<file path="src/rtl/regbank_dump_reader_pkg.sv">
// Shared debug-path definitions: dump FSM states, byte width and the
// per-word / per-bank derivations used by the dump reader and UART TX.
package regbank_dump_reader_pkg;

    localparam int unsigned BYTE_W = 8;

    typedef enum logic [1:0] {
        ST_IDLE,
        ST_LATCH,
        ST_SEND,
        ST_DONE
    } dump_state_e;

    function automatic int unsigned bytes_per_word(input int unsigned word_bits);
        return word_bits / BYTE_W;
    endfunction

    function automatic int unsigned last_addr(input int unsigned addr_width);
        return (32'd1 << addr_width) - 32'd1;
    endfunction

endpackage

</file>
<file path="src/rtl/regbank_dump_reader_word_byte_serializer.sv">
// Load/shift register that presents a captured word MSB byte first over a
// valid/ready handshake and flags acceptance of the final byte.
module regbank_dump_reader_word_byte_serializer
    import regbank_dump_reader_pkg::*;
#(
    parameter int unsigned word_wide = 32
) (
    input  logic                 clock,
    input  logic                 reset,
    input  logic                 load_i,
    input  logic [word_wide-1:0] word_i,
    input  logic                 ready_i,
    output logic [BYTE_W-1:0]    data_o,
    output logic                 valid_o,
    output logic                 last_accept_o
);

    localparam int unsigned     BYTES    = bytes_per_word(word_wide);
    localparam int unsigned     CNT_W    = (BYTES > 1) ? $clog2(BYTES) : 1;
    localparam logic [CNT_W-1:0] LAST_CNT = CNT_W'(BYTES - 1);

    logic [word_wide-1:0] shift_q, shift_d;
    logic [CNT_W-1:0]     cnt_q, cnt_d;
    logic                 valid_q, valid_d;
    logic                 accept;

    assign accept        = valid_q && ready_i;
    assign last_accept_o = accept && (cnt_q == LAST_CNT);
    // The top byte of the shift register is the registered txData.
    assign data_o        = shift_q[word_wide-1 -: BYTE_W];
    assign valid_o       = valid_q;

    always_comb begin
        shift_d = shift_q;
        cnt_d   = cnt_q;
        valid_d = valid_q;
        if (load_i) begin
            shift_d = word_i;
            cnt_d   = '0;
            valid_d = 1'b1;
        end else if (accept) begin
            if (cnt_q == LAST_CNT) begin
                valid_d = 1'b0;
            end else begin
                shift_d = shift_q << BYTE_W;
                cnt_d   = cnt_q + 1'b1;
            end
        end
    end

    always_ff @(posedge clock) begin
        if (reset) begin
            shift_q <= '0;
            cnt_q   <= '0;
            valid_q <= 1'b0;
        end else begin
            shift_q <= shift_d;
            cnt_q   <= cnt_d;
            valid_q <= valid_d;
        end
    end

endmodule

</file>
<file path="src/rtl/regbank_dump_reader.sv">
// Walks every register-bank address on a start pulse, snapshots each word and
// streams it to the debug UART TX as bytes, MSB first, ascending address.
module regbank_dump_reader
    import regbank_dump_reader_pkg::*;
#(
    parameter int unsigned addr_bits = 5,
    parameter int unsigned word_wide = 32
) (
    input  logic                 clock,
    input  logic                 reset,
    input  logic                 start,
    output logic [addr_bits-1:0] readRegFromDebug,
    input  logic [word_wide-1:0] readDataToDebug,
    output logic [BYTE_W-1:0]    txData,
    output logic                 txValid,
    input  logic                 txReady,
    output logic                 busy,
    output logic                 done
);

    localparam logic [addr_bits-1:0] LAST_ADDR = addr_bits'(last_addr(addr_bits));

    dump_state_e          state_q, state_d;
    logic [addr_bits-1:0] addr_q, addr_d;
    logic                 load;
    logic                 last_accept;

    regbank_dump_reader_word_byte_serializer #(
        .word_wide(word_wide)
    ) u_serializer (
        .clock        (clock),
        .reset        (reset),
        .load_i       (load),
        .word_i       (readDataToDebug),
        .ready_i      (txReady),
        .data_o       (txData),
        .valid_o      (txValid),
        .last_accept_o(last_accept)
    );

    always_comb begin
        state_d = state_q;
        addr_d  = addr_q;
        load    = 1'b0;
        unique case (state_q)
            ST_IDLE: begin
                if (start) begin
                    addr_d  = '0;
                    state_d = ST_LATCH;
                end
            end
            ST_LATCH: begin
                // Address was registered last cycle, so bank data is settled.
                load    = 1'b1;
                state_d = ST_SEND;
            end
            ST_SEND: begin
                if (last_accept) begin
                    if (addr_q == LAST_ADDR) begin
                        state_d = ST_DONE;
                    end else begin
                        addr_d  = addr_q + 1'b1;
                        state_d = ST_LATCH;
                    end
                end
            end
            ST_DONE: state_d = ST_IDLE;
            default: state_d = ST_IDLE;
        endcase
    end

    always_ff @(posedge clock) begin
        if (reset) begin
            state_q <= ST_IDLE;
            addr_q  <= '0;
        end else begin
            state_q <= state_d;
            addr_q  <= addr_d;
        end
    end

    assign readRegFromDebug = addr_q;
    assign busy             = (state_q != ST_IDLE);
    assign done             = (state_q == ST_DONE);

endmodule

</file>
<file path="config.mk">
export PLATFORM = sky130hd
export DESIGN_NAME = regbank_dump_reader
export DESIGN_NICKNAME = d
export VERILOG_FILES = /design/src/rtl/regbank_dump_reader_pkg.sv /design/src/rtl/regbank_dump_reader_word_byte_serializer.sv /design/src/rtl/regbank_dump_reader.sv
export SDC_FILE = /design/constraint.sdc
export NUM_CORES = 1
export LEC_CHECK = 0
export CAP_MARGIN = 0
export CORE_MARGIN = 4
export CORE_UTILIZATION = 50
export DETAILED_ROUTE_END_ITERATION = 10
export MAX_ROUTING_LAYER = met4
export PLACE_DENSITY = 0.89
export SKIP_CTS_REPAIR_TIMING = 1
export SLEW_MARGIN = 20
export SYNTH_ARGS = -nofsm -noshare
export SYNTH_HDL_FRONTEND = slang
export SYNTH_HIERARCHICAL = 1
export SYNTH_SLANG_ARGS = --single-unit
</file>
<file path="constraint.sdc">
create_clock -name clock -period 3.2 [get_ports clock]
set_input_delay 0.48 -clock clock [delete_from_list [all_inputs] [get_ports clock]]
set_output_delay 0.48 -clock clock [all_outputs]
set_load 0.02 [all_outputs]
</file>
Word-level counts from Yosys, hierarchy flattened:

Index checks and enable logic that the tools add are counted.
W data, S select, Z words.

* $add $sub $neg: 2
* $mul: 0
* divide/modulo/power cells: 0
* magnitude comparators: 0
* equality and inequality tests: 9
* shift operators: 0
* muxes and demuxes: 15
* bitwise operators: 1
* reductions and logical operators: 13

Operator list (count)
* $mux W32: 3
* $mux W5: 3
* $pmux W5 S2: 1
* $ne A2 B2 Y1 const B: 4
* $pmux W2 S4: 1
* $reduce_and A2 Y1: 4
* $reduce_bool A2 Y1: 4
* $eq A2 B2 Y1 const B: 3
* $mux W2: 3
* $add A5 B1 Y5 const B: 1
* $eq A5 B5 Y1 const B: 1
* $mux W1: 4
* $reduce_and A4 Y1: 1
* $add A2 B1 Y2 const B: 1
* $eq A2 B1 Y1 const B: 1
* $logic_and A1 B1 Y1: 2
* $logic_not A2 Y1: 1
* $reduce_or A2 Y1: 1
* $not A1 Y1: 1

* register bits after elaboration: 42
* latch bits: 0
* bits in writable memories: 0
* memory bits (read-only): 0
* bits of input ports: 36
* output and inout port bits: 16
* word-level logic and storage cells: 45
* memories: 0

Depth between registers and ports, before layout:

Gate-level depths: netlist (run 1).

* depth in word-level cells: 4
* gate-level depth with buffers: 6
* gate-level depth less buffers: 6

Modules after synthesis:

The synthesis (run 1) kept the hierarchy.

Modules (own cells, without submodules)
* regbank_dump_reader_word_byte_serializer: times used 1, cells each 192, area each 1788.0 um2, sequential area each 700.7 um2
* regbank_dump_reader: times used 1, cells each 40, area each 392.9 um2, sequential area each 140.1 um2

Worst setup path after synthesis (run 1):

No wires, ideal clock.

* path kind: reg2reg
* from: reg addr_q[0] (netlist: readRegFromDebug[0])
* to: reg addr_q[3] (netlist: readRegFromDebug[3])
* setup time: 0.088 ns
* arrival: 1.702 ns
* data required time: 3.112 ns
* setup slack: 1.410 ns
* stages on the path, launching flop included: 7
* path buffers: 0
* period minus slack after synthesis: 1.790 ns
* path through: dfxtp_1 -> ha_1 -> and3_1 -> ha_1 -> and4bb_4 -> a41oi_2 -> a311oi_2

* word-level cells in the longest chain between the ends: 4
* elaborated cells on any way between the ends: 7
* classes of those cells: add/sub: 1; eq/ne: 2; mux: 3; reduce/logical: 1

RTL lines
* start: declaration: RTL line regbank_dump_reader.sv:24 `logic [addr_bits-1:0] addr_q, addr_d;`
* start signal: assignment: RTL line regbank_dump_reader.sv:78 `addr_q <= addr_d;`
* $add A5 B1 Y5: RTL line regbank_dump_reader.sv:62 `addr_d = addr_q + 1'b1;`
* $mux W5: RTL line regbank_dump_reader.sv:59 `if (addr_q == LAST_ADDR) begin`
* $mux W5: RTL line regbank_dump_reader.sv:58 `if (last_accept) begin`
* $pmux W5 S2: RTL line regbank_dump_reader.sv:45 `unique case (state_q)`

Several ways; a longest one is shown, not always the timed one. The select of a mux whose other input is x is not followed.
A chain may end at the register's enable or synchronous reset.

Worst setup path in the final report (run 1):

* from: reg state_q[1]
* to: out done

* word-level cells in the longest chain between the ends: 1

RTL lines
* start: declaration: RTL line regbank_dump_reader.sv:23 `dump_state_e state_q, state_d;`
* start signal: assignment: RTL line regbank_dump_reader.sv:77 `state_q <= state_d;`
* $eq A2 B2 Y1: RTL line regbank_dump_reader.sv:84 `assign done = (state_q == ST_DONE);`
* end: declaration: RTL line regbank_dump_reader.sv:18 `output logic done`

Every way passes these cells.

==> results of run 1 <==
per-stage QoR:
step	cell area, µm²	worst slack, ns	std cells	total power, mW	hold WS [ns]
3_5_place_dp	2590	1.17	310	0.808	0.462
2_1_floorplan	2180	1.41	232	0.742	0.447
3_3_place_gp	2590	1.21	310	0.802	0.455
6_report	2730	1.10	318	1.31	0.473
4_1_cts	2730	1.09	318	1.32	0.474
5_1_grt	2730	0.997	318	1.37	0.486
logic make-up (layout without fill, tap and decap cells):
logic type	after synthesis	in the layout
adder cells (fa/ha/maj)	4	4
XOR/XNOR	1	1
flip-flops	42	42
AO/OA/AOI/OAI	65	65
AND/OR/NAND/NOR	67	67
buffers and inverters	51	87
multiplexers	2	2
layer usage:
layer | wire length, µm | up-vias | GRT usage [%]
li1 | - | 869 | -
met1 | 2040 | 771 | 20.8
met2 | 1930 | 40 | 27.1
met3 | 341 | 9 | 5.81
met4 | 53 | 0 | 5.43
met5 | 0 | - | -
final cells by class:
cell class / count / area, µm² / share of cell area [%]
Multi-Input combinational cell: 139 / 1060 / 38.9
Sequential cell: 42 / 841 / 30.8
Timing Repair Buffer: 54 / 528 / 19.3
Inverter: 25 / 93.8 / 3.44
Clock buffer: 6 / 82.6 / 3.02
Tap cell: 50 / 62.6 / 2.29
Clock inverter: 2 / 60.1 / 2.20
worst max path at each step:
stage,start,to,cells after the start
after global placement,txReady,u_serializer/shift_q[31]$_SDFFE_PP0P_,5
final,state_q[1]$_SDFFE_PP0P_,done,2
after CTS,state_q[1]$_SDFFE_PP0P_,done,2
after global routing,state_q[1]$_SDFFE_PP0P_,done,2
after detailed placement,txReady,u_serializer/shift_q[14]$_SDFFE_PP0P_,5
after floorplan,readRegFromDebug[0]$_SDFFE_PP0P_,readRegFromDebug[3]$_SDFFE_PP0P_,6
sequential cells by signal, indices dropped and copies added (netlist names):
signal	flops
u_serializer/shift_q	32
readRegFromDebug	5
state_q	2
u_serializer/cnt_q	2
u_serializer/valid_o	1
Yosys cell counts (2+ instances only):
cell                       count  area share, %
sky130_fd_sc_hd__nand2_1      34            5.9
sky130_fd_sc_hd__a221oi_2     18             12
sky130_fd_sc_hd__inv_1        25            4.3
sky130_fd_sc_hd__buf_4         9            3.1
sky130_fd_sc_hd__nor3_1        3           0.69
sky130_fd_sc_hd__nand3_1       5            1.1
sky130_fd_sc_hd__nand2b_1      3           0.86
sky130_fd_sc_hd__ha_1          4            2.3
sky130_fd_sc_hd__buf_2         6            1.4
sky130_fd_sc_hd__nand4b_1      2           0.80
sky130_fd_sc_hd__a21oi_1      20            4.6
sky130_fd_sc_hd__mux2i_1       2           0.92
sky130_fd_sc_hd__clkbuf_1      6            1.0
sky130_fd_sc_hd__a221oi_1      6            2.4
sky130_fd_sc_hd__nor2_1        2           0.34
sky130_fd_sc_hd__a21oi_2      18            7.2
sky130_fd_sc_hd__dfxtp_1      42             39
sky130_fd_sc_hd__nand3b_1      9            3.1
sky130_fd_sc_hd__buf_12        2            1.8
sky130_fd_sc_hd__buf_6         2            1.0
worst max-delay path, delay by kind of cell (launching register included):
kind                   cells  cell delay, ns
buffers and inverters      1            0.60
flip-flops                 1            0.55
AND/OR/NAND/NOR            1            0.18
power by group:
| group | switching, mW | internal (mW) |
|---|---|---|
| Sequential | 0.0249 | 0.556 |
| Combinational | 0.107 | 0.108 |
| Clock | 0.181 | 0.333 |
| Total | 0.313 | 0.997 |
==> results.txt, run 1 <==
The run gives 0.00548 mm² as the die outline area. Synthesis produced a netlist whose cell count is 232. STA classifies the critical path startpoint as a flop.

The via count of the routed design was 1,689. The Yosys step of the flow raised 6 warnings. Worst flop-to-flop path endpoint: u_serializer/shift_q[31]$_SDFFE_PP0P_.

The tool flagged a number of max-cap violations equal to 0. The congestion estimate from routability-driven global placement came to 0.758. Proportion of synthesized flip-flops having asynchronous set or reset: 0%. Worst-case clock buffer depth: 2. After detailed routing, the number of vias per cell comes to 5.31. Derived from the worst setup path, the maximum achievable clock frequency is 477 MHz. Clock latency on the worst-skew pair, taken at its later pin, is 0.30 ns. Counting the fill cells in the layout gives 341. End of the worst hold path: u_serializer/shift_q[28]$_SDFFE_PP0P_. Data on the critical path is required at its endpoint by 2.72 ns.

In the synthesized netlist, mux cells make up 0.918% of the area. The logs give 0 for the number of antenna violations at the first check in global routing and 7230 µm for the first-pass GRT wire length. Clock tree synthesis selected as its root buffer the cell sky130_fd_sc_hd__clkbuf_8. The count of standard-cell rows was 23. The run finished with clean final reports. The signal on the critical path passes through and2_1, clkdlybuf4s50_1. The count of inserted antenna diode cells was 0; the cell depth of the worst hold path was 2.

The prevailing post-synth register cell is sky130_fd_sc_hd__dfxtp_1. At the pin with the least slew margin, the transition time is 0.952 ns. For the number of distinct library cells after synthesis, the log shows 34. Buffers placed on the I/O ports in this run total 51.

Leakage dissipation: 1.01 nW. Summed over all layers, the global routing overflow is 0. The via count of the first global-routing pass is 1,645. Wires add up to 4360 µm. The tools report the launch point of the worst reg-to-reg path as state_q[0]$_SDFFE_PP0P_. The chip height works out to 74.0 µm. Dividing the final minimum period by the clock period gives 65.5%. The first detailed-routing pass ran for 4 iterations. After floorplanning, the core was sized to cover 0.00412 mm². Setup total negative slack on the finished layout was measured at 0 ns.

For the peak supply drop, the log shows 0.289 mV. In this run, synthesis produced a sequential element count of 42. In this run the most critical hold path is launched from u_serializer/shift_q[28]$_SDFFE_PP0P_.

For this run, the post-layout net count is 307. The clock transition time at the flip-flop clock pins of the worst setup and hold paths came out at 0.08 ns. Worst hold-check path type: reg -> reg.

The count of routing violations after the opening detailed-route iteration came out at 149. Of the total synthesized cell area, the portion taken by XOR and XNOR cells is 0.402%. For the worst slew slack as a fraction of its limit, the log shows 36.6%.

Counting the buffers created by CTS gives 5. The final setup violation count is 0, and the fraction of the yosys area taken by sequential cells is 38.6%. The die is 74.0 µm wide. TritonCTS built the clock tree.

Detailed placement ended at an HPWL of 2900 µm. The post-route netlist has 19.8% of its cells at a drive strength greater than 1. The H-tree was split into 2 levels.

The layout-stage area growth over the synthesis result is 25.2%, and the DRC violations left is 0. The critical path in this run is classified as reg -> out. The average instance in the mapped netlist occupies 9.40 µm². After synthesis, the largest family of logic cells by area is compound AO/OA/AOI/OAI gates. Minimum period implied by the final worst setup slack: 2.10 ns. The final number of hold-violating endpoints is 0, and the I/O pin total is 52. The critical path's slowest cell is sky130_fd_sc_hd__clkdlybuf4s50_1. Counting cells, the worst reg-to-reg path comes to 4. The number of enable flip-flop cells after synthesis works out to 0.

For the net count after synthesis, the log shows 272. The run gives 17.2% as the total routing usage reported by global routing. The largest driver fanout on the critical path was 10. For this design the ratio of total power to cell area is 480 mW/mm². The simple logic cell fraction of the synthesized area was 16.4%; the adder and majority cell fraction of the synthesized area was 2.29%. The logs give 0.00218 mm² for the combined area of all synthesized cells and 42 for the total clock sinks.

The final setup skew came out at 0.00766 ns. The endpoint class of the critical path is a primary output. Max-slew violation total from the final report: 0. The compound-gate portion of the synthesized area works out to 28.5%.

Most frequent standard cell in the layout excluding fill and tap cells: sky130_fd_sc_hd__clkdlybuf4s50_1. Setup repair after global routing left no endpoint under its margin. For the core occupancy in the finished layout, the log shows 66.4%. For flop-to-flop paths, the worst setup slack is 1.34 ns. The maximum number of pins on one net before global-route repair is 65. In the final routed layout, each cell accounts on average for 13.7 µm.

Starting density of the core: 53.0%. The count of nets left with antenna violations once routing finished came out at 0. The maximum cell stage delay along the critical path was 0.60 ns; the worst path arrival time was 1.62 ns. Leaving out fill and tap cells, the most frequent cells in the layout are 50 x sky130_fd_sc_hd__clkdlybuf4s50_1, 42 x sky130_fd_sc_hd__dfxtp_1, 34 x sky130_fd_sc_hd__nand2_1.
(Power assumes the default switching activity.)
==> run 2, diff against run 1 <==
--- a/config.mk
+++ b/config.mk
@@ -7,10 +7,10 @@
 export LEC_CHECK = 0
 export CAP_MARGIN = 0
 export CORE_MARGIN = 4
-export CORE_UTILIZATION = 50
+export CORE_UTILIZATION = 49
 export DETAILED_ROUTE_END_ITERATION = 10
 export MAX_ROUTING_LAYER = met4
-export PLACE_DENSITY = 0.89
+export PLACE_DENSITY = 0.88
 export SKIP_CTS_REPAIR_TIMING = 1
 export SLEW_MARGIN = 20
 export SYNTH_ARGS = -nofsm -noshare
==> constraint.sdc (replaced) <==
create_clock -name clock -period 2.18 [get_ports clock]
set_input_delay 0.327 -clock clock [delete_from_list [all_inputs] [get_ports clock]]
set_output_delay 0.327 -clock clock [all_outputs]
set_load 0.02 [all_outputs]
==> run 2 against run 1 <==
Compared with the run above: sequential share of layout area barely moved; first-iteration DRC count is 7.4% lower; sequential cell count is the same; die area is 1.8% higher; clock power is essentially flat; cell count is 0.94% higher; clock skew fell by 0.0026 ns; clock-buffer cell count rose by 1; setup slack worse by 0.86 ns; critical path depth is the same; combinational power increased by 53%.
==> results.txt, run 2 (synthesized netlist as in run 1, its figures left out) <==
First-pass GRT wire length: 7380 µm (was 7230 µm). The routed design could run at a clock period as short as 1.93 ns. The tools report the clock insertion delay at the later pin of the skew report as 0.29 ns (was 0.30 ns). Via count of the first global-routing pass: 1,641 (was 1,645). The launch point of the critical path was state_q[1]$_SDFFE_PP0P_ (unchanged). The area of the multi-input gates was 0.00106 mm² (unchanged). The number of vias per cell after detailed routing was 5.43 (was 5.31); the final setup skew was 0.00503 ns (was 0.00766 ns). Worst hold-check path type: reg -> reg (unchanged). Area used by sequential logic in the layout: 841 µm² (unchanged).

The run gives 0.00273 mm² (about the same) as the total non-filler cell area in the finished layout. Launch point of the worst reg-to-reg path: readRegFromDebug[0]$_SDFFE_PP0P_ (was state_q[0]$_SDFFE_PP0P_). The number of inserted filler cells in the final layout was 359 (was 341).

Via count of the routed design: 1,744 (was 1,689). Endpoint class of the critical path: a primary output (unchanged). The weighted congestion reported at the end of routability-driven placement is 0.858 (was 0.758). The logs give 2 (unchanged) for the number of levels in the clock H-tree and 0.00414 mm² (was 0.00412 mm²) for the placeable core area.

Die outline width: 74.7 µm (was 74.0 µm). The run gives 23 (unchanged) as the count of standard-cell rows. The post-DP HPWL came out at 3260 µm (was 2900 µm). The tools report the internal power as 1.24 mW (was 0.997 mW). The maximum operating frequency is 517 MHz. Largest driver fanout on the critical path: 10 (unchanged). The number of buffers inserted by port buffering is 51 (unchanged), and the aggregate global routing overflow is 0 (unchanged). The run gives 1.61 ns (was 1.62 ns) as the worst path arrival time. Setup repair after global routing left no endpoint under its margin. The cell area power density is 621 mW/mm² (was 480 mW/mm²), and the leakage dissipation is 1.01 nW (about the same). The logs give 0 ns (unchanged) for the final total negative setup slack and 0 (unchanged) for the final setup violation count. For the die outline area, the log shows 0.00558 mm² (was 0.00548 mm²). The run gives 50.3% (was 44.4%) as the sequential cell fraction of total power. The logs give 0 (unchanged) for the antenna violation net count after detailed routing and 17.7% (was 17.2%) for the total routing usage reported by global routing.

The worst-case clock buffer depth is 2 (unchanged), and the maximum number of pins on one net before global-route repair is 41 (was 65). The most frequent standard cell in the layout excluding fill and tap cells is sky130_fd_sc_hd__clkdlybuf4s50_1 (unchanged). TritonCTS built the clock tree. The worst flop-to-flop path endpoint is readRegFromDebug[3]$_SDFFE_PP0P_ (was u_serializer/shift_q[31]$_SDFFE_PP0P_). The chip height is 74.7 µm (was 74.0 µm), and the flip-flop count of the largest register, all copies and words added is 32 (unchanged).

The setup slack after placement was 0.368 ns (was 1.17 ns). The tools report the total clock sinks as 42 (unchanged). The area of placed instances was 0.00264 mm² (was 0.00259 mm²).

The depth of the most critical reg-to-reg path came out at 6 (was 4). Required arrival time at the worst endpoint: 1.85 ns (was 2.72 ns). The final critical path takes up 88.7% of the cycle. The type of the worst setup path was reg -> out (unchanged). The master cell of the clock root buffer was sky130_fd_sc_hd__clkbuf_8 (unchanged). The run gives 0 (unchanged) as the number of max-cap violations. The run gives 5 (unchanged) as the total clock buffers created by CTS. The number of antenna violations at the first check in global routing is 0 (unchanged), and the setup slack on the worst flop-to-flop path is 0.36 ns (was 1.34 ns). The cell depth of the worst hold path is 2 (unchanged). The final number of hold-violating endpoints was 0 (unchanged).

The category of the worst setup path launch point is a flop (unchanged). The switching share of power was 26.9% (was 23.9%). The clock network fraction of design power is 30.2% (was 39.2%). I/O pin total: 52 (unchanged). The register containing the most flip-flops in the final layout was u_serializer/shift_q (unchanged). The peak supply drop is 0.447 mV (was 0.289 mV), and the first-pass detailed-route iteration total is 4 (unchanged).

Worst slew slack as a fraction of its limit: 58.6% (was 36.6%). The tools report the count of nets after finishing as 310 (was 307). The count of inserted antenna diode cells is 0 (unchanged). The end of the worst hold path is u_serializer/shift_q[27]$_SDFFE_PP0P_ (was u_serializer/shift_q[28]$_SDFFE_PP0P_). The layout-stage area growth over the synthesis result works out to 25.1% (was 25.2%).

The combinational group share of total power came out at 19.5% (was 16.4%). The logs give 0.456 mW (was 0.313 mW) for the net switching component of the power and 4590 µm (was 4360 µm) for the final wirelength. The DRC violations left was 0 (unchanged); the total power after layout was 1.69 mW (was 1.31 mW). The count of routing violations after the opening detailed-route iteration came out at 138 (was 149). The starting density of the core was 52.6% (was 53.0%); the clock transition time at the flip-flop clock pins of the worst setup and hold paths was 0.07 ns (was 0.08 ns). Max-slew violation total from the final report: 0 (unchanged).

Commonest non-fill, non-tap cells in the layout: 50 x sky130_fd_sc_hd__clkdlybuf4s50_1, 42 x sky130_fd_sc_hd__dfxtp_1, 34 x sky130_fd_sc_hd__nand2_1 (unchanged). The routed wire length per instance is 14.3 µm (was 13.7 µm). The worst setup margin is 0.246 ns (was 1.10 ns).

The fraction of final layout cells with drive strength greater than 1 is 20.3% (was 19.8%), and the worst-margin pin slew is 0.621 ns (was 0.952 ns). Hold path startpoint: u_serializer/shift_q[27]$_SDFFE_PP0P_ (was u_serializer/shift_q[28]$_SDFFE_PP0P_). The run finished with clean final reports.
## run 2: cell types whose count changed in the layout (fill, tap and decap cells not counted), sizes merged
cell	change
bufinv	-2
buf	+3
clkinv	+1
clkbuf	+1
## run 2: worst max path at each step
stage,slack (ns),cells after the start,endpoint
global placement,0.43,6,readRegFromDebug[3]$_SDFFE_PP0P_
global route,0.16,2,done
CTS,0.23,2,done
detailed placement,0.37,6,readRegFromDebug[3]$_SDFFE_PP0P_
floorplan,0.39,6,readRegFromDebug[3]$_SDFFE_PP0P_
finish,0.25,2,done
## run 2: area by class of cell
class / instances / share of cell area [%]
multi-input combinational: 139 / 39.0
sequential: 42 / 30.8
timing repair buffer: 57 / 21.1
inverter: 25 / 3.44
clock buffer: 7 / 3.17
tap: 50 / 2.29
clock inverter: 1 / 0.183
## run 2: through the flow
stage / cells / utilization (%) / hold WS [ns]
floorplan: 232 / - / 0.395
global placement: 313 / 63.6 / 0.456
detailed placement: 313 / 63.6 / 0.465
CTS: 321 / 65.8 / 0.476
global route: 321 / 65.8 / 0.497
finish: 321 / 65.8 / 0.475
## run 2: per-layer routing
layer | wire length, µm | track usage [%] | up-vias
met5 | 0 | - | -
met4 | 68 | 7.71 | 0
met3 | 245 | 3.87 | 7
met2 | 2180 | 27.2 | 42
met1 | 2100 | 22.3 | 813
li1 | - | - | 882
## run 2: critical path: stages (launching register included)
cell	delay, ns
sky130_fd_sc_hd__dfxtp_1	0.54
sky130_fd_sc_hd__and2_1	0.18
sky130_fd_sc_hd__clkdlybuf4s50_1	0.60
## run 2: power groups by stage
stage               registers [mW]  clock network [mW]  logic (mW)
finish                       0.852               0.512       0.330
global route                 0.860               0.554       0.357
CTS                          0.852               0.523       0.332
detailed placement           0.870                   0       0.331
global placement             0.868                   0       0.323
floorplan                    0.861                   0       0.228
